### src/rtl/apb_controller.sv
// AHB-to-APB bridge controller: accepts one decoded AHB transfer at a time and
// sequences it through the APB setup/enable phases.
module apb_controller (
    input  logic        Hclk,
    input  logic        Hresetn,
    input  logic        valid,
    input  logic [31:0] Haddr,
    input  logic        Hwrite,
    input  logic [2:0]  Hselx,
    input  logic [31:0] Hwdata,
    input  logic [31:0] Prdata,
    output logic [2:0]  Psel,
    output logic        Penable,
    output logic        Pwrite,
    output logic [31:0] Paddr,
    output logic [31:0] Pwdata,
    output logic        Hreadyout,
    output logic [31:0] Hrdata
);

    localparam logic [2:0] IDLE    = 3'd0;
    localparam logic [2:0] WWAIT   = 3'd1;
    localparam logic [2:0] RSETUP  = 3'd2;
    localparam logic [2:0] WSETUP  = 3'd3;
    localparam logic [2:0] RENABLE = 3'd4;
    localparam logic [2:0] WENABLE = 3'd5;

    logic [2:0]  state;
    logic [2:0]  next_state;
    logic        accept;
    logic [31:0] addr_p0;
    logic        write_p0;
    logic [2:0]  sel_p0;
    logic [31:0] addr_nx;
    logic        write_nx;
    logic [2:0]  sel_nx;

    always_comb begin
        Hreadyout = (state == IDLE) || (state == RENABLE) || (state == WENABLE);
        Hrdata    = (state == RENABLE) ? Prdata : 32'h0;
        accept    = valid && (Hselx != 3'b000) && Hreadyout;
    end

    // A transfer accepted this cycle goes straight to the setup phase for reads,
    // so the APB registers must see the live request rather than the captured copy.
    always_comb begin
        addr_nx  = accept ? Haddr  : addr_p0;
        write_nx = accept ? Hwrite : write_p0;
        sel_nx   = accept ? Hselx  : sel_p0;
    end

    always_comb begin
        next_state = IDLE;
        case (state)
            IDLE, RENABLE, WENABLE: begin
                if (accept) next_state = Hwrite ? WWAIT : RSETUP;
                else        next_state = IDLE;
            end
            WWAIT:   next_state = WSETUP;
            RSETUP:  next_state = RENABLE;
            WSETUP:  next_state = WENABLE;
            default: next_state = IDLE;
        endcase
    end

    always_ff @(posedge Hclk or negedge Hresetn) begin
        if (!Hresetn) begin
            state <= IDLE;
        end else begin
            state <= next_state;
        end
    end

    // Address-phase capture
    always_ff @(posedge Hclk or negedge Hresetn) begin
        if (!Hresetn) begin
            addr_p0  <= 32'h0;
            write_p0 <= 1'b0;
            sel_p0   <= 3'b000;
        end else if (accept) begin
            addr_p0  <= Haddr;
            write_p0 <= Hwrite;
            sel_p0   <= Hselx;
        end
    end

    // APB outputs registered from the next state so they only move on a clock edge
    always_ff @(posedge Hclk or negedge Hresetn) begin
        if (!Hresetn) begin
            Psel    <= 3'b000;
            Penable <= 1'b0;
            Pwrite  <= 1'b0;
            Paddr   <= 32'h0;
            Pwdata  <= 32'h0;
        end else begin
            case (next_state)
                RSETUP, WSETUP: begin
                    Psel    <= sel_nx;
                    Paddr   <= addr_nx;
                    Pwrite  <= write_nx;
                    Penable <= 1'b0;
                end
                RENABLE, WENABLE: begin
                    Penable <= 1'b1;
                end
                default: begin
                    Psel    <= 3'b000;
                    Penable <= 1'b0;
                end
            endcase
            if (state == WWAIT) Pwdata <= Hwdata;
        end
    end

endmodule

### config.mk
export PLATFORM = sky130hd
export DESIGN_NAME = apb_controller
export DESIGN_NICKNAME = d
export VERILOG_FILES = /design/src/rtl/apb_controller.sv
export SDC_FILE = /design/constraint.sdc
export NUM_CORES = 1
export LEC_CHECK = 0
export ABC_AREA = 0
export BUFFER_PORTS_ARGS = -buffer_cell sky130_fd_sc_hd__buf_2
export CELL_PAD_IN_SITES_DETAIL_PLACEMENT = 1
export CELL_PAD_IN_SITES_GLOBAL_PLACEMENT = 1
export CORE_MARGIN = 2
export CORE_UTILIZATION = 36
export DETAILED_ROUTE_END_ITERATION = 12
export PLACE_DENSITY = 0.77
export SLEW_MARGIN = 30
export SYNTH_ARGS = -nofsm -noshare
export SYNTH_HDL_FRONTEND = slang
export SYNTH_SLANG_ARGS = --single-unit
### constraint.sdc
create_clock -name Hclk -period 2.5 [get_ports Hclk]
set_input_delay 0.375 -clock Hclk [delete_from_list [all_inputs] [get_ports Hclk]]
set_output_delay 0.375 -clock Hclk [all_outputs]
set_load 0.02 [all_outputs]
Yosys cells after proc, flatten, opt, wreduce, memory -nomap -nowiden
Cells that the tools add are included.

operators by class
  reduce and logical (&&, ||, !) cells = 9
  mux-type cells = 9
  eq/ne operators = 9

operator list
  kind                  count
  $mux W32              2
  $eq A3 B2 Y1 const B  4
  $eq A3 B3 Y1 const B  4
  $pmux W3 S4           1
  $pmux W3 S2           1
  $mux W2               2
  $reduce_or A2 Y1      2
  $eq A3 B1 Y1 const B  1
  $logic_not A3 Y1      1
  $mux W3               1
  $reduce_bool A3 Y1    1
  $reduce_or A3 Y1      1
  $logic_and A1 B1 Y1   2
  $logic_or A1 B1 Y1    2
  $mux W1               2

storage, ports and cells
  output and inout bits = 102
  register bits after elaboration = 108
  word-level logic and storage cells = 36

Depth between registers and ports, before layout
Gate-level depths: netlist of run 1.

  word-level depth = 9
  gate-level depth with buffers = 6
  mapped depth without buffers = 4

Worst setup path after synthesis of run 1
OpenSTA, ideal clock, no wires.

  path kind = reg2reg
  start point = reg state[1]
  end point = reg Paddr[10]
  setup slack = 0.553 ns
  stages on the path, launching flop included = 7
  arrival = 1.822 ns
  setup time = 0.125 ns
  period minus slack after synthesis = 1.947 ns
  path buffers = 2
  cell sequence = dfrtp_1 buf_2 nand2b_4 nor3_4 buf_6 mux2_4 mux2_2

RTL lines
  what                                              line  RTL
  start: declaration                                28    logic [2:0] state;
  start signal: assignment                          70    state <= next_state;
  $eq A3 B3 Y1 or $logic_not A3 Y1 (tied branches)  39    Hreadyout = (state == IDLE) || (state == RENABLE) || (state == WENABLE);
  $logic_or A1 B1 Y1                                39
  $logic_or A1 B1 Y1 (*)                            39
  $logic_and A1 B1 Y1 (*)                           41    accept = valid && (Hselx != 3'b000) && Hreadyout;
  $mux W32 (*)                                      n/a
  named net addr_nx[10]                             34    logic [31:0] addr_nx;
  end signal: assignment                            99    Paddr <= addr_nx;
  end: declaration                                  15    output logic [31:0] Paddr,

The timed path passes the listed nets; every way through them passes the cells marked *.
A chain may end at the register's enable or synchronous reset.

Worst setup path after layout of run 1
  start point = reg state[1]
  end point = out Hrdata[23]

on the way
  longest elaborated chain between the ends = 2

RTL lines
  what              line  RTL
  $eq A3 B3 Y1      40    Hrdata = (state == RENABLE) ? Prdata : 32'h0;
  $mux W32          40
  end: declaration  18    output logic [31:0] Hrdata

No other way between the ends.

==> results.yml, run 1 <==
drt:
  dr.pass1.iters: 4
  highest_layer: "met4"
  viasPerCell: 4.74
  wl_met3_mm: 1.04
  finalWirelength_mm: 10.5
  vias: 3004
  wl_per_cell_um: 16.6
  wl_met2_mm: 5.38
  first_iter_violations: 62
  drc: 0
  detail-route-antenna-nets: 0
  wl_met1_mm: 4.00
timing:
  fin_hold_ws_ns: 0.0465
  slew_headroom: 0.579
  period_minus_slack_ns: 2.01
  finClkSkew_ns: 0.00935
  worst-slew-pin-transition_ns: 0.632
  tns_ns: 0
  timing.final.max_slew_violations: 0
  hold_viol: 0
  rsz0062_at_grt: "false"
  setup-violations-final: 0
  period_share: 0.803
  fmax_ghz: 0.498
worst_setup_path:
  rrSetupSlack_ns: 0.52
  cp-startpoint: "state[1]"
  critPathMaxStageDelay_ns: 0.49
  critPathSlowestCell: "dfrtp_1"
  rr_endpoint: "Paddr[30]"
  r2r-start: "state[1]"
  path_class: "flop to output pin"
  startpoint_type: "flop"
  cp-endpoint: "Hrdata[23]"
  path_max_fanout: 32
  crit_chain: "nor3b_2 > buf_4 > and2_1 > buf_2"
  worstPathArrival_ns: 1.63
  r2r_cells: 5
  worstSetupEndpointType: "output pin"
  worstPathRequired_ns: 2.12
power:
  pwr_density_cell_nw_per_um2: 1410
  leakagePower_nw: 2.92
  irDropWorstVdd_uv: 604
clock_network:
  cts_hold_buf: 0
  clock_latency_ns: 0.34
  clk_pin_slew_ns: 0.07
  cts_sinks: 108
  root_buffer: "clkbuf_16"
  cts_buffers: 9
  max-clock-path-buffers: 2
  htree_levels: 3
  post_cts_buffers: 0
  cts_tree: "yes"
  cts-resized-gates: 0
finish:
  multi_input_area_um2: 1570
  nFillCells: 1291
  diodes: 0
  final_cells: 634
  layout-drive-gt1-share: 0.655
  final_common_cell: "buf_2"
  nNetsFinal: 586
  final_cell_mix: "buf_2 (203), dfrtp_1 (108), mux2_2 (71)"
  syn2layout_area_growth_pct: 34.4
  regArea_um2: 2700
placed_design:
  dpl.cell_count: 619
  routabilityCongestion: 0.716
  dp_hpwl_mm: 7.77
  port_buffers: 204
grt:
  grt_max_degree: 62
  grt_pass1_vias: 3248
  antenna_found_initial: 0
  grt_pass1_wl_mm: 16.6
  grt_usage: 0.164
  overflow: 0
logic_synthesis:
  netlist_area_um2: 4350
  ys_types: 22
  ys_async_sr_fraction: 1.00
  synth-edff-count: 0
  synth_ff_type: "dfrtp_1"
  synth-seq-cells: 108
  ys_seq_area_frac: 0.621
  syn_area_per_cell_um2: 15.8
  synth.net_count: 379
  postSynthCellCount: 276
  yosysWarnings: 0
die:
  die-height_um: 114
  ios: 205
  start_util: 0.365
  die-width_um: 114
  core_um2: 11900
  die_area_um2: 13000
  fp-row-count: 40
outcome:
  status: "finished, final reports clean"
min_path:
  holdCritPathClass: "input pin to asynchronous set/reset pin"
run:
  drv_cap: 0
[cell families (layout without fill, tap and decap cells)]
kind of cell    count (synthesis)  count (layout)  share of synthesized area
simple gates                   48              48                     0.0702
buf+inv                        15             226                     0.0201
compound gates                  7               7                     0.0175
mux                            98              98                      0.271
flops                         108             108                      0.621
[worst min-delay path by stage]
| stage | to | slack, ns | cells past startpoint |
|---|---|---|---|
| after floorplan | Paddr[0] | 0.08 | 0 |
| after CTS | Paddr[10] | 0.07 | 1 |
| after global placement | Paddr[11] | 0.42 | 1 |
| after detailed placement | addr_p0[11] | 0.44 | 1 |
| final | addr_p0[11] | 0.05 | 1 |
| after global routing | addr_p0[11] | 0.09 | 1 |
[per-stage QoR]
| step | cell area (um2) | power [W] | util | worst slack (ns) |
|---|---|---|---|---|
| after floorplan | 4350 | 0.00571 | - | 0.553 |
| after global placement | 5580 | 0.00686 | 0.468 | 0.564 |
| after detailed placement | 5580 | 0.00703 | 0.468 | 0.509 |
| after CTS | 5850 | 0.00839 | 0.491 | 0.448 |
| after global routing | 5850 | 0.00876 | 0.491 | 0.367 |
| final | 5850 | 0.00824 | 0.491 | 0.492 |
[critical path: cells and delay by family (launching register included)]
family / cells / cell delay [ns]
buffers and inverters: 2 / 0.43
DFF: 1 / 0.49
and+or+nand+nor: 2 / 0.38
[registers in the layout, summed over array words and instances, names as in the netlist]
name and flops:
Paddr 32, Penable 1, Psel 3, Pwdata 32, Pwrite 1, addr_p0 32
sel_p0 3, state 3, write_p0 1
[power breakdown]
part	internal [W]	switching (W)	total (W)	leakage, nW
combinational	0.00183	0.00205	0.00387	1.52
clock	0.000701	0.000606	0.00131	0.125
sequential	0.00266	0.000409	0.00307	1.28
[synth_stat cells (2+ instances only)]
cell type | instances | share of area
a22o_1 | 4 | 0.0081
and2_1 | 32 | 0.046
buf_2 | 7 | 0.0081
buf_6 | 3 | 0.0078
clkbuf_1 | 3 | 0.0026
dfrtp_1 | 108 | 0.62
inv_1 | 2 | 0.0017
mux2_1 | 7 | 0.018
mux2_2 | 71 | 0.18
mux2_4 | 20 | 0.069
nand2_1 | 2 | 0.0017
nor2_1 | 5 | 0.0043
nor2b_1 | 3 | 0.0043
[final cells by class]
cell class,count,share of cell area
multi-input cells,153,0.269
clock buffers,12,0.0421
flip-flops and latches,108,0.462
well taps,147,0.0315
clock inverters,3,0.00407
inverters,2,0.00128
repair buffers,209,0.190
[routing by layer]
metal  up-vias  GRT usage
met2       134      0.294
met3         9     0.0600
met5         -          0
met1      1497      0.185
li1       1364          -
met4         0     0.0439
(Power assumes the default switching activity.)
==> inputs of run 2 (changes only) <==
--- a/config.mk
+++ b/config.mk
@@ -5,14 +5,14 @@
 export SDC_FILE = /design/constraint.sdc
 export NUM_CORES = 1
 export LEC_CHECK = 0
-export ABC_AREA = 0
+export ABC_AREA = 1
 export BUFFER_PORTS_ARGS = -buffer_cell sky130_fd_sc_hd__buf_2
 export CELL_PAD_IN_SITES_DETAIL_PLACEMENT = 1
 export CELL_PAD_IN_SITES_GLOBAL_PLACEMENT = 1
 export CORE_MARGIN = 2
-export CORE_UTILIZATION = 36
+export CORE_UTILIZATION = 30
 export DETAILED_ROUTE_END_ITERATION = 12
-export PLACE_DENSITY = 0.77
+export PLACE_DENSITY = 0.74
 export SLEW_MARGIN = 30
 export SYNTH_ARGS = -nofsm -noshare
 export SYNTH_HDL_FRONTEND = slang
==> constraint.sdc (replaced) <==
create_clock -name Hclk -period 1.7 [get_ports Hclk]
set_input_delay 0.255 -clock Hclk [delete_from_list [all_inputs] [get_ports Hclk]]
set_output_delay 0.255 -clock Hclk [all_outputs]
set_load 0.02 [all_outputs]
==> run 2 against run 1 <==
The flow now finishes with violations (hold timing). Synthesized cell count rose by 95%. Wire length grew 34%. Global-route usage rose by 1.4 points. Clock skew about the same. Critical path depth down 1. Core utilization fell by 6.8 points. Hold slack got worse by 0.11 ns. Synthesized area grew 4.2%. Sequential power is 41% higher. Clock power up 69%. First-iteration DRC count increased to 2.7 times the previous value. Total power increased by 47%. Critical path type unchanged. Largest cell class unchanged. Highest routed layer unchanged.
==> results.yml, run 2 <==
die:
  die_area_um2: 16100
  core_um2: 14600
  die-width_um: 127
  start_util: 0.309
  fp-row-count: 44
  die-height_um: 127
  ios: 205
finish:
  reg_top3: "Paddr (32), Pwdata (32), addr_p0 (32)"
  nNetsFinal: 844
  layout-drive-gt1-share: 0.345
  final_cell_mix: "nand2_1 (245), buf_2 (178), dfrtp_1 (107)"
  syn2layout_area_growth_pct: 36.7
  post-route-util: 0.423
  final_common_cell: "nand2_1"
  multi_input_area_um2: 1530
  nFillCells: 1798
  regArea_um2: 2700
power:
  pwr_density_cell_nw_per_um2: 1960
  p_int_w: 0.00689
  finalPower_w: 0.0121
  leakagePower_nw: 3.69
  irDropWorstVdd_uv: 750
  comb_power_share: 0.461
  p_switching_w: 0.00525
  pwr-share-seq: 0.357
  clkPwrFrac: 0.182
  p_sw_frac: 0.432
logic_synthesis:
  synth_compound_area_frac: 0.00304
  synthXorXnorAreaFrac: 0
  netlist_area_um2: 4530
  synthAdderAreaFrac: 0
  ys_async_sr_fraction: 1.00
  postSynthCellCount: 537
  synth_area_leaders: "dfrtp_1 (60%), nand2_1 (20%), nand4_1 (4.6%)"
  yosys.cell_count.top_type: "nand2_1"
  synth_ff_type: "dfrtp_1"
  yosys.area_share.simple: 0.329
  syn_area_per_cell_um2: 8.44
  ys_types: 17
  yosys-top-cells-count: "nand2_1 (245), dfrtp_1 (108), inv_1 (38)"
  ys_seq_area_frac: 0.596
  netlist.area_leader.share: 0.596
  yosysWarnings: 0
  synth.net_count: 640
  yosys.area.top_type: "dfrtp_1"
  synth-edff-count: 0
  synth_mux_area_frac: 0
  synth-seq-cells: 108
  synth_top_family_by_area: "simple AND/OR/NAND/NOR gates"
timing:
  slew_headroom: 0.586
  hold_viol: 29
  worst-slew-pin-transition_ns: 0.622
  fin_hold_ws_ns: -0.0652
  fmax_ghz: 0.606
  timing.final.max_slew_violations: 0
  setup-violations-final: 0
  rsz0062_at_grt: "true"
  finClkSkew_ns: 0.00930
  period_minus_slack_ns: 1.65
  period_share: 0.970
  worst_slack_ns: 0.0508
placed_design:
  port_buffers: 204
  dp_hpwl_mm: 10.1
  place_ws_ns: 0.210
  routabilityCongestion: 0.748
worst_setup_path:
  cp-endpoint: "Hreadyout"
  worstPathRequired_ns: 1.44
  r2r-start: "state[1]"
  rrSetupSlack_ns: 0.10
  startpoint_type: "flop"
  worstSetupEndpointType: "output pin"
  rr_endpoint: "Paddr[0]"
  path_class: "flop to output pin"
  path_max_fanout: 8
  cp-startpoint: "state[1]"
  r2r_cells: 7
  worstPathArrival_ns: 1.39
clock_network:
  cts_sinks: 108
  cts_tree: "yes"
  cts_hold_buf: 0
  clk_pin_slew_ns: 0.07
  htree_levels: 3
  max-clock-path-buffers: 2
  clock_latency_ns: 0.35
  cts_buffers: 9
  root_buffer: "clkbuf_16"
grt:
  antenna_found_initial: 1
  grt_pass1_vias: 4551
  grt_max_degree: 109
  grt_usage: 0.178
  grt_pass1_wl_mm: 22.9
  overflow: 0
drt:
  detail-route-antenna-nets: 0
  drc: 0
  first_iter_violations: 167
  wl_per_cell_um: 15.1
  vias: 4317
  viasPerCell: 4.64
  finalWirelength_mm: 14.1
  dr.pass1.iters: 4
min_path:
  holdCritPathClass: "input pin to asynchronous set/reset pin"
outcome:
  failed_checks: "hold timing"
  status: "finished, violations left"
run:
  drv_cap: 0
run 2: stage by stage:
stage          area, um2  TNS [ns]  cells
6_report            6200         0    930
5_1_grt             6190    -0.153    929
4_1_cts             6130         0    927
3_5_place_dp        5760         0    910
3_3_place_gp        5760         0    910
2_1_floorplan       4530         0    537
run 2: logic make-up after synthesis:
family / count (synthesis)
AOI/OAI and AO/OA: 2
buffers and inverters: 72
DFF: 108
and+or+nand+nor: 355
run 2: area by class of cell:
class | count | share of cell area
clock buffer | 10 | 0.0369
timing repair buffer | 226 | 0.206
sequential | 108 | 0.436
multi-input combinational | 357 | 0.247
inverter | 39 | 0.0236
antenna | 1 | 0.000404
tap | 184 | 0.0371
clock inverter | 5 | 0.0125
run 2: worst min-delay path by stage:
stage,depth (start not counted),startpoint,slack (ns),end
floorplan,0,Hresetn,-0.04,Paddr[0]
global placement,2,Hresetn,0.37,Pwdata[11]
detailed placement,2,Hresetn,0.39,Pwdata[11]
CTS,2,Hresetn,0.007,Pwdata[14]
global route,2,Hresetn,0.02,Pwdata[11]
finish,2,Hresetn,-0.07,Pwdata[11]
run 2: timing repair:
| action | 4_1_cts | 5_1_grt |
|---|---|---|
| buffers inserted | 2 | 2 |
| endpoints found under the setup margin | 32 | 33 |
| gates resized for setup | 19 | 18 |
| endpoints found under the hold margin | 0 | 0 |
run 2: worst max-delay path: stages (launching register included):
cell and delay (ns):
dfrtp_2 0.42, buf_4 0.15, a21oi_4 0.26, buf_4 0.21
run 2: power groups by stage:
stage / registers, W / clock network (W) / logic, W
4_1_cts: 0.00434 / 0.00227 / 0.00560
3_5_place_dp: 0.00438 / 0 / 0.00548
5_1_grt: 0.00448 / 0.00237 / 0.00628
3_3_place_gp: 0.00433 / 0 / 0.00527
2_1_floorplan: 0.00520 / 0 / 0.00267
6_report: 0.00433 / 0.00221 / 0.00559
run 2: routing by layer:
metal  wire length (um)  GRT usage  part of all wire
met5                  0          0                 0
met4                158     0.0530             0.011
met3               1240     0.0569             0.088
met2               6710      0.303              0.48
met1               5960      0.218              0.42
